`config.mk`:
```
export PLATFORM = sky130hd
export DESIGN_NAME = job_status_writer
export DESIGN_NICKNAME = d
export VERILOG_FILES = /design/src/rtl/job_pkg.sv /design/src/rtl/job_req_fifo.sv /design/src/rtl/job_status_writer.sv
export SDC_FILE = /design/constraint.sdc
export NUM_CORES = 1
export LEC_CHECK = 0
export CAP_MARGIN = 20
export CORE_AREA = 2 2 335 337
export CTS_BUF_LIST = sky130_fd_sc_hd__clkbuf_8 sky130_fd_sc_hd__clkbuf_16
export CTS_CLUSTER_DIAMETER = 50
export CTS_CLUSTER_SIZE = 20
export DETAILED_ROUTE_END_ITERATION = 8
export DIE_AREA = 0 0 337 339
export GPL_ROUTABILITY_DRIVEN = 0
export PLACE_DENSITY = 0.59
export SYNTH_ARGS = -nofsm -noshare
export SYNTH_HDL_FRONTEND = slang
export SYNTH_SLANG_ARGS = --single-unit
export TNS_END_PERCENT = 30
```
`constraint.sdc`:
```
create_clock -name clk -period 14.1 [get_ports clk]
set_input_delay 2.115 -clock clk [delete_from_list [all_inputs] [get_ports clk]]
set_output_delay 2.115 -clock clk [all_outputs]
set_load 0.01 [all_outputs]
```
`src/rtl/job_pkg.sv`:
```
// job_pkg: shared FSM encoding, record layout and payload format for the job status writer.
package job_pkg;
  typedef enum logic [1:0] {
    ST_IDLE = 2'd0,
    ST_SEND = 2'd1,
    ST_RESP = 2'd2
  } state_t;
  localparam logic [31:0] JOB_MAGIC = 32'h600D_F00D;
  localparam int REC_JOB_LSB    = 0;
  localparam int REC_STATUS_LSB = 32;
  localparam int REC_ADDR_LSB   = 64;
  localparam int REC_W          = 128;
  localparam int WD_JOB_LSB     = 0;
  localparam int WD_STATUS_LSB  = 32;
  localparam int WD_SEQ_LSB     = 64;
  localparam int WD_MAGIC_LSB   = 96;
  function automatic logic [127:0] pack_wdata(input logic [31:0] job_id, status, seq);
    logic [127:0] w;
    w = '0;
    w[WD_JOB_LSB +: 32]    = job_id;
    w[WD_STATUS_LSB +: 32] = status;
    w[WD_SEQ_LSB +: 32]    = seq;
    w[WD_MAGIC_LSB +: 32]  = JOB_MAGIC;
    return w;
  endfunction
endpackage

```
`src/rtl/job_req_fifo.sv`:
```
// job_req_fifo: synchronous show-ahead FIFO holding pending completion requests.
module job_req_fifo #(
  parameter int DEPTH = 4,
  parameter int WIDTH = 128
) (
  input  logic             clk,
  input  logic             rst_n,
  input  logic             push,
  input  logic             pop,
  input  logic [WIDTH-1:0] wr_data,
  output logic [WIDTH-1:0] rd_data,
  output logic             full,
  output logic             empty
);
  localparam int PW = $clog2(DEPTH);
  logic [WIDTH-1:0] mem [DEPTH];
  logic [PW-1:0] wp, rp;
  logic [PW:0] cnt;
  assign full    = cnt == (PW+1)'(DEPTH);
  assign empty   = cnt == '0;
  assign rd_data = mem[rp];
  always_ff @(posedge clk) begin
    if (!rst_n) begin
      wp  <= '0;
      rp  <= '0;
      cnt <= '0;
    end else begin
      if (push) begin
        mem[wp] <= wr_data;
        wp      <= wp + 1'b1;
      end
      if (pop) rp <= rp + 1'b1;
      cnt <= cnt + (PW+1)'(push) - (PW+1)'(pop);
    end
  end
endmodule

```
`src/rtl/job_status_writer.sv`:
```
// job_status_writer: queues job completion records and writes each as a single-beat AXI4 status write.
module job_status_writer #(
  parameter int ID_WIDTH     = 1,
  parameter int AWUSER_WIDTH = 8,
  parameter int DATA_WIDTH   = 512,
  parameter int ADDR_WIDTH   = 64,
  parameter int QUEUE_DEPTH  = 4
) (
  input  logic                      clk,
  input  logic                      rst_n,
  input  logic                      req_valid,
  output logic                      req_ready,
  input  logic [63:0]               req_addr,
  input  logic [31:0]               req_job_id,
  input  logic [31:0]               req_status,
  output logic [ID_WIDTH-1:0]       m_axi_awid,
  output logic [ADDR_WIDTH-1:0]     m_axi_awaddr,
  output logic [7:0]                m_axi_awlen,
  output logic [2:0]                m_axi_awsize,
  output logic [1:0]                m_axi_awburst,
  output logic                      m_axi_awlock,
  output logic [3:0]                m_axi_awcache,
  output logic [2:0]                m_axi_awprot,
  output logic [3:0]                m_axi_awqos,
  output logic [3:0]                m_axi_awregion,
  output logic [AWUSER_WIDTH-1:0]   m_axi_awuser,
  output logic                      m_axi_awvalid,
  input  logic                      m_axi_awready,
  output logic [ID_WIDTH-1:0]       m_axi_wid,
  output logic [DATA_WIDTH-1:0]     m_axi_wdata,
  output logic [DATA_WIDTH/8-1:0]   m_axi_wstrb,
  output logic                      m_axi_wlast,
  output logic                      m_axi_wvalid,
  input  logic                      m_axi_wready,
  input  logic [ID_WIDTH-1:0]       m_axi_bid,
  input  logic [1:0]                m_axi_bresp,
  input  logic                      m_axi_bvalid,
  output logic                      m_axi_bready,
  output logic                      busy,
  output logic [31:0]               done_count,
  output logic                      err_flag,
  output logic [15:0]               err_count
);
  import job_pkg::*;
  state_t state;
  logic [REC_W-1:0] rec_in, rec_out;
  logic full, empty, push, pop, aw_hs, w_hs, aw_done, w_done, unused_bid;
  logic [63:0] cur_addr;
  logic [31:0] cur_job, cur_status, cur_seq, seq;
  always_comb begin
    rec_in = '0;
    rec_in[REC_ADDR_LSB +: 64]   = req_addr;
    rec_in[REC_JOB_LSB +: 32]    = req_job_id;
    rec_in[REC_STATUS_LSB +: 32] = req_status;
  end
  assign req_ready  = !full;
  assign push       = req_valid && req_ready;
  assign pop        = state == ST_IDLE && !empty;
  assign aw_hs      = m_axi_awvalid && m_axi_awready;
  assign w_hs       = m_axi_wvalid && m_axi_wready;
  assign busy       = state != ST_IDLE || !empty;
  assign unused_bid = ^m_axi_bid;
  job_req_fifo #(.DEPTH(QUEUE_DEPTH), .WIDTH(REC_W)) u_fifo (
    .clk(clk), .rst_n(rst_n), .push(push), .pop(pop),
    .wr_data(rec_in), .rd_data(rec_out), .full(full), .empty(empty)
  );
  assign m_axi_awid     = '0;
  assign m_axi_awaddr   = ADDR_WIDTH'(cur_addr);
  assign m_axi_awlen    = 8'd0;
  assign m_axi_awsize   = 3'd6;
  assign m_axi_awburst  = 2'd1;
  assign m_axi_awlock   = 1'b0;
  assign m_axi_awcache  = 4'd3;
  assign m_axi_awprot   = '0;
  assign m_axi_awqos    = '0;
  assign m_axi_awregion = '0;
  assign m_axi_awuser   = '0;
  assign m_axi_wid      = '0;
  assign m_axi_wdata    = DATA_WIDTH'(pack_wdata(cur_job, cur_status, cur_seq));
  assign m_axi_wstrb    = '1;
  assign m_axi_wlast    = m_axi_wvalid;
  // AW and W retire independently; RESP is entered on the edge that completes the later of the two.
  always_ff @(posedge clk) begin
    if (!rst_n) begin
      state         <= ST_IDLE;
      seq           <= '0;
      done_count    <= '0;
      err_count     <= '0;
      err_flag      <= 1'b0;
      m_axi_awvalid <= 1'b0;
      m_axi_wvalid  <= 1'b0;
      m_axi_bready  <= 1'b0;
      aw_done       <= 1'b0;
      w_done        <= 1'b0;
      cur_addr      <= '0;
      cur_job       <= '0;
      cur_status    <= '0;
      cur_seq       <= '0;
    end else begin
      case (state)
        ST_IDLE: if (pop) begin
          cur_addr      <= rec_out[REC_ADDR_LSB +: 64];
          cur_job       <= rec_out[REC_JOB_LSB +: 32];
          cur_status    <= rec_out[REC_STATUS_LSB +: 32];
          cur_seq       <= seq;
          seq           <= seq + 32'd1;
          m_axi_awvalid <= 1'b1;
          m_axi_wvalid  <= 1'b1;
          aw_done       <= 1'b0;
          w_done        <= 1'b0;
          state         <= ST_SEND;
        end
        ST_SEND: begin
          if (aw_hs) begin
            m_axi_awvalid <= 1'b0;
            aw_done       <= 1'b1;
          end
          if (w_hs) begin
            m_axi_wvalid <= 1'b0;
            w_done       <= 1'b1;
          end
          if ((aw_done || aw_hs) && (w_done || w_hs)) begin
            m_axi_bready <= 1'b1;
            state        <= ST_RESP;
          end
        end
        ST_RESP: if (m_axi_bvalid && m_axi_bready) begin
          m_axi_bready <= 1'b0;
          done_count   <= done_count + 32'd1;
          state        <= ST_IDLE;
          if (m_axi_bresp != 2'b00) begin
            err_flag  <= 1'b1;
            err_count <= err_count == 16'hFFFF ? err_count : err_count + 16'd1;
          end
        end
        default: state <= ST_IDLE;
      endcase
    end
  end
endmodule

```
-- Word level (Yosys, flattened, before mapping)
Memories as Yosys holds them, arrays and structs flattened. A register that Yosys moved wholly into a read port is not among the register bits.
Index checks and enable logic that the tools add are counted.
- logic and storage cells: 78
- latch bits: 0
- output and inout bits: 734
- input bits: 137
- flip-flop bits (word level): 127
- ROM bits: 0
- RAM bits: 512
- memories: 1
- memory list (name ; words ; width ; rd ports ; clocked after memory_dff ; write ports ; RTL line ; source):
    u_fifo.mem ; 4 ; 128 ; 1 ; 1 ; 1 ; job_req_fifo.sv:16 ; logic [WIDTH-1:0] mem [DEPTH];
- reductions and logical operators: 26
- order comparisons: 0
- multiply operators: 0
- equality and inequality tests: 9
- $add $sub $neg: 7
- bitwise logic cells: 1
- multiplexer cells: 20
- shift-type cells: 0
- divide/modulo/power cells: 0
- operators by type and width (operator ; number):
    $add 32x1->32 const B ; 2
    $add 16x1->16 const B ; 1
    $eq 16x16->1 const B ; 1
    $reduce_and 3->1 ; 5
    $mux 1 ; 11
    $pmux 1 s2 ; 5
    $ne 2x2->1 const B ; 4
    $reduce_bool 2->1 ; 4
    $logic_and 1x1->1 ; 6
    $mux 2 ; 3
    $pmux 2 s3 ; 1
    $add 2x1->2 const B ; 2
    $reduce_and 2->1 ; 2
    $reduce_and 4->1 ; 1
    $add 3x1->3 ; 1
    $eq 3x3->1 const B ; 1
    $logic_not 1->1 ; 3
    $logic_not 3->1 ; 1
    $logic_or 1x1->1 ; 3
    $sub 3x1->3 ; 1
    $eq 2x1->1 const B ; 1
    $eq 2x2->1 const B ; 1
    $logic_not 2->1 ; 1
    $ne 2x1->1 const B ; 1
    $not 1->1 ; 1

-- Longest topological paths before layout
Gate-level depths: netlist of the first run.
- depth in word-level cells: 6
- depth in mapped cells: 14
- gate-level depth less buffers: 11

-- Cells and area by module
Synthesis of the first run repeated with hierarchy kept, for this count alone.
- cell total of the unflattened synthesis: 2432
- area total of the unflattened synthesis: 32585.0 sq um
- by module, submodules not included (module ; times used ; cells an instance ; area an instance (sq um) ; sequential area each (sq um)):
    job_req_fifo ; 1 ; 711 ; 19014.5 ; 15554.9
    job_status_writer ; 1 ; 1721 ; 13570.5 ; 4964.8

-- Worst setup path before layout of the first run
No wires, ideal clock.
- kind: input to register
- from: in rst_n
- to: mem u_fifo.mem[0][0], enable pin
- stages: 4
- setup slack: 7662 ps
- library setup time: 503 ps
- required time: 13597 ps
- data arrival time: 5934 ps
- buffers on the path: 3
- cells stage by stage: clkbuf_1 clkbuf_1 clkbuf_1 and3_1
- cells in the longest elaborated chain, start to end: 2
- RTL lines (element ; RTL line ; source):
    from (decl) ; job_status_writer.sv:10 ; input logic rst_n,
    $mux 1 ; job_req_fifo.sv:23 ; if (!rst_n) begin
    $mux 1 (not written as such) ; job_req_fifo.sv:29 ; mem[wp] <= wr_data;
    to (decl) ; job_req_fifo.sv:16 ;
Every way passes these cells.

-- Worst setup path in the final report of the first run
- from: reg state[1]
- to: out busy
- cells in the longest elaborated chain, start to end: 2
- RTL lines (element ; RTL line ; source):
    from (decl) ; job_status_writer.sv:45 ; state_t state;
    from (signal assigned) ; job_status_writer.sv:85 ; state <= ST_IDLE;
    from (signal assigned) ; job_status_writer.sv:111 ; state <= ST_SEND;
    from (signal assigned) ; job_status_writer.sv:124 ; state <= ST_RESP;
    $reduce_bool 2->1 ; job_status_writer.sv:61 ; assign busy = state != ST_IDLE || !empty;
    $logic_or 1x1->1 ; job_status_writer.sv:61 ;
    to (decl) ; job_status_writer.sv:39 ; output logic busy,
Every way passes these cells.

==> flow_metrics.tcl, run 1 <==
set metrics [dict create \
    outcome "completed" \
    finalCritPeriodShare 0.327 \
    synthTopCellsByArea "edfxtp_1, dfxtp_1, buf_4, mux4_2, nand2_1" \
    overflow 0 \
    min-delay-start "cur_seq[6]$_SDFFE_PN0P_" \
    die_y_um 339 \
    finalSetupViolations 0 \
    leakagePower_uw 0.0132 \
    seq_area_frac_synth 0.634 \
    crit_arrival_ps 2500 \
    setup_ws_ps 9480 \
    ys_ff_latch 767 \
    clk_latency_ps 660 \
    r2r-start "state[1]$_SDFFE_PN0P_" \
    postCtsHoldBufs 0 \
    finClkSkew_ps 44.0 \
    netSwitchingFraction 0.303 \
    power_density_nw_per_um2 176 \
    synth_top_family_by_area "buffers and inverters" \
    numCtsBuffers 88 \
    vias_per_cell 4.22 \
    synthCells 2427 \
    synth_xor_xnor_area_share 0.00597 \
    h-tree-depth 3 \
    finalSetupTns_ps 0 \
    dpl_worst_slack_ps 8970 \
    rows 122 \
    fmax_mhz 217 \
    die_area_um2 114000 \
    hold_depth 2 \
    finalPower_uw 6800 \
    whs_endpoint "cur_seq[6]$_SDFFE_PN0P_" \
    synth_edf_count 512 \
    netlist_area_um2 32300 \
    grt_antenna_before_repair 18 \
    fin_nets 2924 \
    synth_top_area_cell "edfxtp_1" \
    ant_nets 0 \
    synth-simple-area-share 0.0796 \
    totalWireLength_mm 77.1 \
    die_w_um 337 \
    grt_pass1_vias 17100 \
    cts_tree "built" \
    pwr-share-comb 0.232 \
    vias 18300 \
    cap_violations 0 \
    cts_root_buf "clkbuf_16" \
    vdd_drop_max_mv 0.138 \
    start_kind "register" \
    io_pins 871 \
    synth_cell_type_count 45 \
    worst-setup-path-type "register to primary output" \
    layout_common_cells "conb_1, edfxtp_1, nand2_1" \
    synthMuxAreaShare 0.0911 \
    grt_pass1_wl_mm 111 \
    cts.sinks 767 \
    syn_avg_cell_area_um2 13.3 \
    synth_compound_area_frac 0.0484 \
    crit_fanout 9 \
    min_period_ps 4620 \
    synthAdderAreaFrac 0.00411 \
    dpl.cell_count 4174 \
    seqPwrFrac 0.408 \
    final-hold-violation-count 0 \
    cts.reportedPaths.clkPinSlew_ps 50 \
    worst_pin_slew_ps 1070 \
    n_fill_cell 10700 \
    drtPass1Iterations 5 \
    post_cts_buffers 0 \
    grt_usage 0.129 \
    ff2ff_path_depth 7 \
    wl_per_cell_um 17.7 \
    cts_buffer_depth 3 \
    cp.required_ps 11980 \
    grt_max_degree 122 \
    synthArstFlopShare 0 \
    register_area_um2 20500 \
    switching_power_uw 2060 \
    multiInputGateArea_um2 9380 \
    intPower_uw 4740 \
    cp-end-kind "primary output" \
    min_path_type "register to register" \
    ys_warn_count 0 \
    post-dp-hpwl_mm 50.0 \
    syn_to_final_growth_pct 19.9 \
    yosysTopAreaCellShare 0.476 \
    rsz0062_at_grt "false" \
    start_util 0.293 \
    instances_no_fill 4344 \
    max_slew_margin 0.284 \
    synth_ff_type "edfxtp_1" \
    finalMaxSlewViolations 0 \
    r2r_slack_ps 10190 \
    clockPowerShare 0.359 \
    fp.coreArea_um2 110000 \
    io_buffers 350 \
    mostFrequentLayoutCell "conb_1" \
    first_iter_violations 1026 \
    layout-drive-gt1-share 0.113 \
    utilization 0.351 \
    remaining_drc_errors 0 \
    rr_endpoint "cur_job[30]$_SDFFE_PN0P_" \
    post_cts_resized 0 \
]
-- power by group through the flow --
| stage | Clock (µW) | Sequential, µW | Combinational, µW |
|---|---|---|---|
| global placement | 0 | 2820 | 1620 |
| detailed placement | 0 | 2830 | 1630 |
| finish | 2450 | 2780 | 1580 |
| CTS | 2500 | 2780 | 1630 |
| floorplan | 0 | 2870 | 969 |
| global route | 2590 | 2810 | 1740 |
-- registers in the layout, indices dropped and copies added (netlist names), 3 cells and up --
| signal | cells |
|---|---|
| cur_status | 32 |
| seq | 32 |
| u_fifo.mem | 512 |
| err_count | 16 |
| u_fifo.cnt | 3 |
| cur_seq | 32 |
| m_axi_awaddr | 64 |
| done_count | 32 |
| cur_job | 32 |
-- Yosys cell counts, types with 2 or more instances --
cell      count
a21oi_1     220
and2_1        3
and3_1       10
and4_1       12
buf_1         6
buf_2        15
buf_4       520
clkbuf_1     91
conb_1        2
dfxtp_1     255
edfxtp_1    512
ha_1          9
inv_1        14
mux2i_1       6
mux4_2      128
nand2_1     363
nand2b_1      9
nand3_1      31
nand4_1      24
nor2_1       32
nor3_1        3
nor4_1        9
o21ai_0      20
o311ai_0      5
o31ai_1      33
o41ai_1       5
or2_2         2
or3_1        17
or4_1        35
xnor2_1      11
xor2_1       11
-- cell type report --
cell class / instances / area share
clock inverters: 73 / 0.0231
clock buffers: 93 / 0.0596
diodes: 3 / 0.000194
multi-input cells: 1530 / 0.242
inverters: 15 / 0.00178
repair buffers: 375 / 0.0956
flip-flops and latches: 767 / 0.529
well taps: 1488 / 0.0481
-- critical path, stage by stage, from the launching register on --
cell             delay, ps
dfxtp_1                440
nor2_1                 610
nand2_1                140
clkdlybuf4s50_1        670
-- routing by layer --
layer  up-vias  global-route usage  wire length (µm)
met3       122              0.0515              7180
li1       8467                   -                 -
met5         -                   0               191
met4        26              0.0399              1770
met2       621               0.212             37700
met1      9090               0.154             30200
-- cells by family (layout without fill, tap and decap cells) --
| family | Yosys count | in the layout |
|---|---|---|
| other | 2 | 522 |
| AO/OA/AOI/OAI | 286 | 286 |
| multiplexers | 134 | 134 |
| buffers and inverters | 647 | 556 |
| AND/OR/NAND/NOR | 559 | 559 |
| XOR/XNOR | 22 | 22 |
| flip-flops | 767 | 767 |
| adder cells (fa/ha/maj) | 10 | 10 |
-- worst max-delay path by stage --
stage,startpoint,end,cells after the start
global route,state[1]$_SDFFE_PN0P_,busy,3
floorplan,rst_n,u_fifo.mem[0][0]$_DFFE_PP_,4
finish,state[1]$_SDFFE_PN0P_,busy,3
detailed placement,req_valid,u_fifo.mem[3][30]$_DFFE_PP_,4
global placement,req_valid,u_fifo.mem[3][28]$_DFFE_PP_,4
CTS,state[1]$_SDFFE_PN0P_,busy,3
-- per-stage QoR --
| step | area [µm²] | hold slack (ps) |
|---|---|---|
| 2_1_floorplan | 34200 | 436 |
| 3_3_place_gp | 35500 | 441 |
| 3_5_place_dp | 35500 | 446 |
| 4_1_cts | 38700 | 453 |
| 5_1_grt | 38700 | 473 |
| 6_report | 38700 | 451 |
Note: power is estimated with default switching activity, not from simulation.
==> run 2: changes to the inputs <==
- CORE_AREA: 2 2 335 337 -> 2 2 338 340
- DIE_AREA: 0 0 337 339 -> 0 0 340 342
- PLACE_DENSITY: 0.59 -> 0.58
- clock period: 14.1 -> 4.4 ns (I/O delays scaled with it)
==> run 2 against run 1 <==
Compared with the run above: via count down 0.70%; global-route usage down 0.60 points; count of clock-buffer cells in the layout down 12; sequential power rose to 3.2 times the previous value; worst setup slack worse by 8100 ps; clock skew up 7.5 ps; cell area down 0.26%; total power rose to 3.1 times the previous value; register-to-register slack worse by 8400 ps; cell count up 0.25%; non-clock buffer count up 3.
==> flow_metrics.tcl, run 2 (synthesis results as in run 1) <==
set metrics [dict create \
    finalMaxSlewViolations 0 \
    grt_pass1_wl_mm 109 \
    dr_wl_met3_mm 7.85 \
    cp_slowest_cell "clkdlybuf4s50_1" \
    outcome "completed" \
    cap_violations 0 \
    numCtsBuffers 80 \
    start_kind "register" \
    post-dp-hpwl_mm 48.2 \
    largest_reg_flops 512 \
    cts_root_buf "clkbuf_16" \
    cp.required_ps 3740 \
    r2r-start "u_fifo.cnt[1]$_SDFF_PN0_" \
    rsz0062_at_grt "false" \
    fin_area_um2 38600 \
    vias 18200 \
    crit_arrival_ps 2380 \
    vias_per_cell 4.18 \
    start_util 0.285 \
    dr_wl_met2_mm 36.5 \
    finalCritPeriodShare 0.691 \
    clk_latency_ps 660 \
    postCtsHoldBufs 0 \
    io_buffers 350 \
    register_area_um2 20500 \
    finalPower_uw 21200 \
    min-delay-start "cur_seq[4]$_SDFFE_PN0P_" \
    min_path_type "register to register" \
    totalWireLength_mm 75.4 \
    post_cts_buffers 0 \
    hold_depth 2 \
    worst-setup-path-type "register to primary output" \
    max_slew_margin 0.328 \
    layout-drive-gt1-share 0.112 \
    leakagePower_uw 0.0131 \
    remaining_drc_errors 0 \
    path_cells "nor3_1 -> nand2_1 -> clkdlybuf4s50_1" \
    io_pins 871 \
    critical_path.top_delay_family "simple AND/OR/NAND/NOR gates" \
    power_density_nw_per_um2 550 \
    cp-end-kind "primary output" \
    ant_nets 0 \
    cp.depth 3 \
    grt_max_degree 165 \
    die_w_um 340 \
    die_y_um 342 \
    place_area_um2 35700 \
    cts_buffer_depth 3 \
    cts.sinks 767 \
    setup_ws_ps 1360 \
    finalSetupViolations 0 \
    final-hold-violation-count 0 \
    whs_endpoint "cur_seq[4]$_SDFFE_PN0P_" \
    first_iter_violations 1019 \
    max_stage_delay_ps 650 \
    utilization 0.341 \
    grt_pass1_vias 17100 \
    post_cts_resized 0 \
    m1WireLength_mm 29.2 \
    grt_antenna_before_repair 14 \
    cts_tree "built" \
    n_fill_cell 11000 \
    vdd_drop_max_mv 0.731 \
    top_register "u_fifo.mem" \
    r2r_slack_ps 1830 \
    finClkSkew_ps 51.5 \
    finalSetupTns_ps 0 \
    rr_endpoint "u_fifo.mem[2][127]$_DFFE_PP_" \
    grt_usage 0.123 \
    min_period_ps 3040 \
    layout_common_cells "conb_1, edfxtp_1, nand2_1" \
    cts.reportedPaths.clkPinSlew_ps 50 \
    overflow 0 \
    fp.coreArea_um2 113000 \
    fmax_mhz 329 \
    dpl_worst_slack_ps 1150 \
    top_layer "met5" \
    rows 124 \
    die_area_um2 116000 \
    crit_fanout 5 \
    mostFrequentLayoutCell "conb_1" \
    worst_pin_slew_ps 1010 \
    path_buf_inv 1 \
    h-tree-depth 3 \
    wl_per_cell_um 17.3 \
    drtPass1Iterations 4 \
    fin_nets 2919 \
    multiInputGateArea_um2 9380 \
    ff2ff_path_depth 4 \
    syn_to_final_growth_pct 19.5 \
]
[run 2: changes by cell type in the layout (fill, tap and decap cells not counted), sizes merged]
| cell | change |
|---|---|
| clkinv | -6 |
| inv | +5 |
| clkinvlp | +2 |
| bufinv | -5 |
| clkbuf | -12 |
| buf | +3 |
[run 2: worst max path at each step]
stage | startpoint | to | slack [ps]
2_1_floorplan | rst_n | u_fifo.mem[1][0]$_DFFE_PP_ | -330
3_3_place_gp | rst_n | u_fifo.mem[2][89]$_DFFE_PP_ | 1170
3_5_place_dp | rst_n | u_fifo.mem[2][98]$_DFFE_PP_ | 1150
4_1_cts | u_fifo.cnt[1]$_SDFF_PN0_ | busy | 1250
5_1_grt | u_fifo.cnt[1]$_SDFF_PN0_ | busy | 1170
6_report | u_fifo.cnt[1]$_SDFF_PN0_ | busy | 1360
[run 2: per-stage QoR]
stage	instances	hold WS, ps
floorplan	2944	436
detailed placement	4202	446
global route	4353	472
CTS	4352	454
global placement	4202	441
finish	4355	451
[run 2: area by class of cell]
| type | count | area share |
|---|---|---|
| inverter | 15 | 0.00178 |
| clock buffer | 81 | 0.0522 |
| tap | 1512 | 0.0490 |
| sequential | 767 | 0.531 |
| timing repair buffer | 378 | 0.101 |
| antenna | 3 | 0.000195 |
| multi-input combinational | 1530 | 0.243 |
| clock inverter | 69 | 0.0223 |
[run 2: layer usage]
layer / GRT usage / up-vias
met1: 0.143 / 8981
met2: 0.204 / 615
met5: 0 / -
li1: - / 8476
met3: 0.0542 / 103
met4: 0.0380 / 22
[run 2: power by group]
part,switching [µW],internal [µW],total (µW)
Clock,3270,3930,7200
Combinational,2910,2170,5080
Sequential,463,8490,8950
Total,6640,14600,21200
[run 2: tightest hold or removal path: stages, from the launching register on]
cell	delay (ps)
dfxtp_1	300
nand2_1	50
a21oi_1	50
